`config.mk`:
```
export PLATFORM = sky130hd
export DESIGN_NAME = dm_arbiter
export DESIGN_NICKNAME = d
export VERILOG_FILES = /design/src/rtl/dm_arbiter.sv
export SDC_FILE = /design/constraint.sdc
export NUM_CORES = 1
export LEC_CHECK = 0
export ABC_CLOCK_PERIOD_IN_PS = 2090
export CAP_MARGIN = 20
export CORE_ASPECT_RATIO = 1.4
export CORE_MARGIN = 4
export CORE_UTILIZATION = 44
export DETAILED_ROUTE_END_ITERATION = 16
export GPL_TIMING_DRIVEN = 0
export PLACE_DENSITY = 0.87
export SYNTH_ARGS = -nofsm -noshare
export SYNTH_HDL_FRONTEND = slang
export SYNTH_SLANG_ARGS = --single-unit
```
`constraint.sdc`:
```
create_clock -name Clk -period 2.09 [get_ports Clk]
set_input_delay 0.3135 -clock Clk [delete_from_list [all_inputs] [get_ports Clk]]
set_output_delay 0.3135 -clock Clk [all_outputs]
set_load 0.01 [all_outputs]
```
`src/rtl/dm_arbiter.sv`:
```
// Data-memory port arbiter: shares one req/ready memory port between the stack core and a host port.
// Each access is granted in IDLE, held in BUSY until mem_ready, and retired in a one-cycle DONE.
module dm_arbiter #(
    parameter int unsigned AW      = 16,
    parameter int unsigned DW      = 16,
    parameter bit          RR_INIT = 1'b1
) (
    input  logic          Clk,
    input  logic          Rst,
    input  logic          core_req,
    input  logic          core_we,
    input  logic [AW-1:0] core_addr,
    input  logic [DW-1:0] core_wdata,
    output logic [DW-1:0] core_rdata,
    output logic          core_stall,
    input  logic          host_req,
    input  logic          host_we,
    input  logic [AW-1:0] host_addr,
    input  logic [DW-1:0] host_wdata,
    output logic [DW-1:0] host_rdata,
    output logic          host_ack,
    output logic          mem_req,
    output logic          mem_we,
    output logic [AW-1:0] mem_addr,
    output logic [DW-1:0] mem_wdata,
    input  logic [DW-1:0] mem_rdata,
    input  logic          mem_ready
);

    localparam logic OWNER_CORE = 1'b0;
    localparam logic OWNER_HOST = 1'b1;

    typedef enum logic [1:0] {
        IDLE = 2'd0,
        BUSY = 2'd1,
        DONE = 2'd2
    } state_t;

    state_t state;
    state_t state_next;
    logic   owner;
    logic   last_owner;
    logic   grant;
    logic   grant_host;

    // Next-state and round-robin grant decision
    always_comb begin
        state_next = state;
        grant      = 1'b0;
        grant_host = 1'b0;
        case (state)
            IDLE: begin
                if (core_req || host_req) begin
                    grant      = 1'b1;
                    grant_host = host_req && (!core_req || (last_owner == OWNER_CORE));
                    state_next = BUSY;
                end
            end
            BUSY: begin
                if (mem_ready) begin
                    state_next = DONE;
                end
            end
            DONE:    state_next = IDLE;
            default: state_next = IDLE;
        endcase
    end

    // State, holding registers and registered outputs
    always_ff @(posedge Clk) begin
        if (Rst) begin
            state      <= IDLE;
            owner      <= OWNER_CORE;
            last_owner <= RR_INIT;
            mem_req    <= 1'b0;
            mem_we     <= 1'b0;
            mem_addr   <= '0;
            mem_wdata  <= '0;
            core_rdata <= '0;
            host_rdata <= '0;
            host_ack   <= 1'b0;
        end else begin
            state    <= state_next;
            mem_req  <= (state_next == BUSY);
            host_ack <= (state == BUSY) && mem_ready && (owner == OWNER_HOST);
            if (grant) begin
                owner      <= grant_host;
                last_owner <= grant_host;
                mem_we     <= grant_host ? host_we    : core_we;
                mem_addr   <= grant_host ? host_addr  : core_addr;
                mem_wdata  <= grant_host ? host_wdata : core_wdata;
            end else if (state_next != BUSY) begin
                mem_we <= 1'b0;
            end
            // Only reads update the owner's read-data register
            if ((state == BUSY) && mem_ready && !mem_we) begin
                if (owner == OWNER_HOST) begin
                    host_rdata <= mem_rdata;
                end else begin
                    core_rdata <= mem_rdata;
                end
            end
        end
    end

    assign core_stall = core_req && !((state == DONE) && (owner == OWNER_CORE));

endmodule

```
==> qor.yml, run 1 <==
synth_fp_nets: 448
synth_top_area_cell: "dfxtp_1"
via_per_inst: 5.40
dp_hpwl_um: 8060
setup_slack_ps: 107
pin_count: 155
coreArea_um2: 6980
grt_max_degree: 12
synth-main-ff-cell: "dfxtp_1"
vias: 3367
tritoncts: "yes"
avgSynthCellArea_um2: 8.81
synth_top_area_frac: 0.447
clockBufferDepth: 2
dp_slack_ps: 210
fin_nets: 611
detail-route-antenna-nets: 0
grt_use_total: 0.231
slew_headroom: 0.695
dieArea_um2: 8670
routedWlPerCell_um: 16.7
yosys_warnings: 0
fin_tns_setup_ps: 0
fmax_mhz: 504
syn_area_um2: 3180
holdBufCountCts: 0
crit_chain: "inv_1, buf_4, a31oi_1, dlygate4sd2_1"
cap_violations: 0
ir_drop_mv: 0.435
fin_skew_ps: 8.95
cts_root_buf: "clkbuf_8"
critPathMaxStageDelay_ps: 450
overflow: 0
p_per_area_nw_per_um2: 649
grt_pass1_vias: 3264
htreeDepth: 3
clkTransAtPathRegs_ps: 70
postSynth.asyncResetShare: 0
whs_ps: 279
ys_types: 30
cts_buffers: 9
critPathLaunchType: "flip-flop"
cp.required_ps: 1780
period_share: 0.949
critical_path_arrival_ps: 1670
tightest_slew_ps: 457
fp.dieW_um: 79.8
synth_edf_count: 0
gp_congestion: 0.833
worstSetupPathType: "reg2out"
period_minus_slack_ps: 1980
rows: 36
start_util: 0.455
holdCritPathClass: "in2reg"
antenna_found_initial: 0
p_leak_nw: 1.78
drc: 0
ys_top_cells_by_area: "dfxtp_1 (45%), a21oi_1 (11%), o32ai_2 (8.7%), nand3_1 (5.0%), o21ai_0 (4.4%)"
drv_slew: 0
area_growth_pct: 56.5
diodes: 0
cp-end-kind: "output port"
initialDrtViolationCount: 230
cts.sinks: 71
cpMaxStageDelayCell: "dfxtp_1"
first_pass_iters: 5
io_buffers: 152
synth-seq-cells: 71
drt_wl_total_um: 10400
ys_seq_area_frac: 0.447
synthCells: 361
clk_latency_ps: 350
drive_above_1_share: 0.121
totalPowerFinal_mw: 3.23
grt_pass1_wl_um: 15600
setup_viol: 0
fill_cells: 525
status: "finished clean"
path_max_fanout: 10
finalHoldViolations: 0
fp.dieH_um: 109
rsz0062_at_grt: "no"
==> path summary, 6_finish.rpt <==
kind,depth (start not counted),slack (ps),startpoint,to
setup / recovery,4,110,owner,core_stall
setup reg to reg,5,600,state[1],core_rdata[8]
hold / removal,2,280,Rst,host_rdata[0]
hold reg to reg,2,460,mem_addr[15],mem_addr[15]
==> state kept, by name, summed over array words and instances, names as in the netlist <==
signal	count
owner	1
mem_we	1
mem_addr	16
state	2
mem_wdata	16
core_rdata	16
mem_req	1
host_rdata	16
host_ack	1
last_owner	1
==> worst max-delay path: cells and delay by family, from the launching register on <==
kind | cells | cell delay, ps
compound gates | 1 | 170
buf+inv | 3 | 710
flops | 1 | 450
==> metrics by stage <==
stage	cell area [um2]	util	cells
2_1_floorplan	3180	-	361
3_3_place_gp	4820	0.690	608
3_5_place_dp	4820	0.690	608
4_1_cts	4970	0.713	624
5_1_grt	4970	0.713	624
6_report	4970	0.713	624
==> cells in the mapped netlist, types with 2 or more instances <==
cell type and n:
nand2_1 4, buf_6 10, clkbuf_1 8, buf_2 10, buf_4 6, o32ai_2 17, inv_1 36, o21ai_1 5
nor2_1 35, dfxtp_1 71, o32ai_1 15, a21oi_1 67, o21ai_0 28, nand3_1 32, a31oi_1 2
==> logic make-up after synthesis <==
logic type	after synthesis	synth area share
AO/OA/AOI/OAI	140	0.317
buffers and inverters	71	0.119
flip-flops	71	0.447
AND/OR/NAND/NOR	79	0.117
==> what timing repair did <==
item | in CTS | in global routing
buffers inserted | 0 | 0
gates resized for setup | 1 | 0
endpoints found under the setup margin | 1 | 0
==> placed cells by master, fill, tap and decap left out, types with 2 or more instances in the layout <==
master           instances
clkdlybuf4s50_1        151
buf_2                   10
buf_4                    6
clkbuf_8                 9
nand2_1                  4
dfxtp_1                 71
inv_1                   36
nor2_1                  35
buf_6                   10
o32ai_2                 17
o32ai_1                 15
clkinv_2                 5
nand3_1                 32
o21ai_0                 28
a31oi_1                  2
clkbuf_1                10
o21ai_1                  5
a21oi_1                 67
==> area by class of cell <==
type                       instances  area, um2  area share
timing repair buffer             152       1520       0.306
buffer                            35        243      0.0488
multi-input combinational        219       1380       0.277
sequential                        71       1420       0.286
clock buffer                      11        131      0.0264
clock inverter                     5       25.0     0.00503
inverter                          36        135      0.0272
tap                               95        119      0.0239
==> where the power goes <==
| group | total, mW | internal, mW | leakage [nW] | switching (mW) |
|---|---|---|---|---|
| clock network | 0.910 | 0.421 | 0.0866 | 0.489 |
| logic | 0.831 | 0.449 | 1.11 | 0.381 |
| registers | 1.49 | 1.44 | 0.581 | 0.0473 |
==> per-layer routing <==
metal	routed length, um	share of wire	track usage	up-vias
met1	3880	0.37	0.251	1559
met2	5170	0.50	0.405	174
met5	0	0	0	-
met3	1060	0.10	0.0833	30
met4	320	0.031	0.0942	0
li1	-	-	-	1604
No activity file was read; power rests on OpenSTA's default activity.
==> run 2: changes to the inputs <==
GPL_ROUTABILITY_DRIVEN = 0   (was default)
PLACE_DENSITY = 0.88   (was 0.87)
RECOVER_POWER = 25   (was default)
==> qor.yml, run 2 (synthesis results as in run 1) <==
tightest_slew_ps: 469  # +12.0 ps
fmax_mhz: 541  # +7.2%
fin_tns_setup_ps: 0  # unchanged
multi_input_comb_area_um2: 1380  # unchanged
final_cells: 624  # unchanged
rsz0062_at_grt: "no"
drive_above_1_share: 0.115  # -0.00567
final_common_cell: "clkdlybuf4s50_1"
fill_cells: 517  # -1.5%
seq_area_um2: 1420  # about the same
coreArea_um2: 6980  # unchanged
routedWlPerCell_um: 17.4  # +4.2%
area_growth_pct: 58.8
fin_nets: 611  # unchanged
path_max_fanout: 10  # unchanged
dp_cells: 608  # unchanged
status: "finished clean"
io_buffers: 152  # unchanged
vias: 3392  # +0.74%
rows: 36  # unchanged
htreeDepth: 3  # unchanged
diodes: 0  # unchanged
clockBufferDepth: 2  # unchanged
cts_root_buf: "clkbuf_8"
start_util: 0.455  # unchanged
initialDrtViolationCount: 123  # -47%
m1WireLength_um: 4010  # +3.4%
cp-end-kind: "flip-flop"
clkTransAtPathRegs_ps: 70  # about the same
highest_layer: "met4"
holdCritPathClass: "in2reg"
cts_buffers: 9  # unchanged
fp.dieW_um: 79.8  # unchanged
tritoncts: "yes"
first_pass_iters: 4  # -1
critPathLaunchType: "primary input"
via_per_inst: 5.44  # +0.74%
fin_skew_ps: 9.59  # +0.640 ps
p_per_area_nw_per_um2: 740  # +14%
met2WireLength_um: 5280  # +2.2%
overflow: 0  # unchanged
critical_path_arrival_ps: 2110  # +440 ps
ir_drop_mv: 0.715  # +65%
setup_viol: 0  # unchanged
p_leak_nw: 1.81  # +1.6%
grt_pass1_wl_um: 16900  # +8.3%
dp_hpwl_um: 8250  # +2.4%
cap_violations: 0  # unchanged
pin_count: 155  # unchanged
period_minus_slack_ps: 1850  # -133 ps
met3_length_um: 1080  # +2.4%
fp.dieH_um: 109  # unchanged
clk_latency_ps: 350  # about the same
grt_use_total: 0.252  # +0.0208
grt_max_degree: 13  # +1
dieArea_um2: 8670  # unchanged
antenna_found_initial: 0  # unchanged
detail-route-antenna-nets: 0  # unchanged
holdBufCountCts: 0  # unchanged
totalPowerFinal_mw: 3.74  # +16%
finalHoldViolations: 0  # unchanged
final_cell_mix: "clkdlybuf4s50_1 (147), dfxtp_1 (70), a21oi_1 (67)"
period_share: 0.885  # -0.0639
utilization: 0.723  # +0.0104
worstSetupPathType: "in2reg"
drv_slew: 0  # unchanged
drt_wl_total_um: 10900  # +4.2%
slew_headroom: 0.687  # -0.00798
grt_pass1_vias: 3435  # +5.2%
cp.required_ps: 2350  # +570 ps
cts.sinks: 71  # unchanged
drc: 0  # unchanged
## run 2: cell types whose count changed in the layout (fill, tap and decap cells not counted), sizes merged
cell           change
dlygate4sd3        +4
clkinv             -2
clkbuf             +5
clkdlybuf4s50      -4
buf                -7
bufinv             +4
## run 2: routing by layer
layer / vias to the layer above / track usage
met1: 1575 / 0.272
met3: 40 / 0.0900
met4: 0 / 0.141
met2: 168 / 0.425
met5: - / 0
li1: 1609 / -
## run 2: through the flow
| step | setup slack, ps | cell area, um2 | hold WS (ps) |
|---|---|---|---|
| 2_1_floorplan | 816 | 3180 | 452 |
| 6_report | 240 | 5050 | 267 |
| 4_1_cts | 260 | 5080 | 256 |
| 3_3_place_gp | 285 | 4820 | 441 |
| 3_5_place_dp | 223 | 4820 | 449 |
| 5_1_grt | 125 | 5050 | 277 |
## run 2: worst paths after layout
path,start,endpoint,slack [ps],cells after the start
worst min-delay path,Rst,host_rdata[2],270,2
worst max register to register,state[1],core_rdata[5],500,6
worst max-delay path,host_req,mem_wdata[5],240,5
worst min register to register,mem_addr[0],mem_addr[0],460,2
## run 2: layout make-up
cell class | instances | area share
Sequential cell | 71 | 0.282
Timing Repair Buffer | 152 | 0.301
Clock buffer | 9 | 0.0245
Clock inverter | 7 | 0.0268
Inverter | 36 | 0.0268
Multi-Input combinational cell | 219 | 0.273
Tap cell | 95 | 0.0235
Buffer | 35 | 0.0419
## run 2: what timing repair did
item	4_1_cts	5_1_grt
resized for setup	2	0
hold endpoints to repair	0	0
buffers inserted	0	0
endpoints found under the setup margin	1	0
## run 2: report_power, final
part / total [mW] / leakage, nW / switching (mW) / internal, mW
Clock: 1.42 / 0.133 / 0.512 / 0.907
Combinational: 0.826 / 1.10 / 0.388 / 0.438
Sequential: 1.49 / 0.581 / 0.0492 / 1.44
Total: 3.74 / 1.81 / 0.949 / 2.79
## run 2: critical path: stages
cell           delay (ps)
dlygate4sd3_1         660
a21boi_4              310
clkbuf_1              410
a21oi_1               190
o32ai_2               220
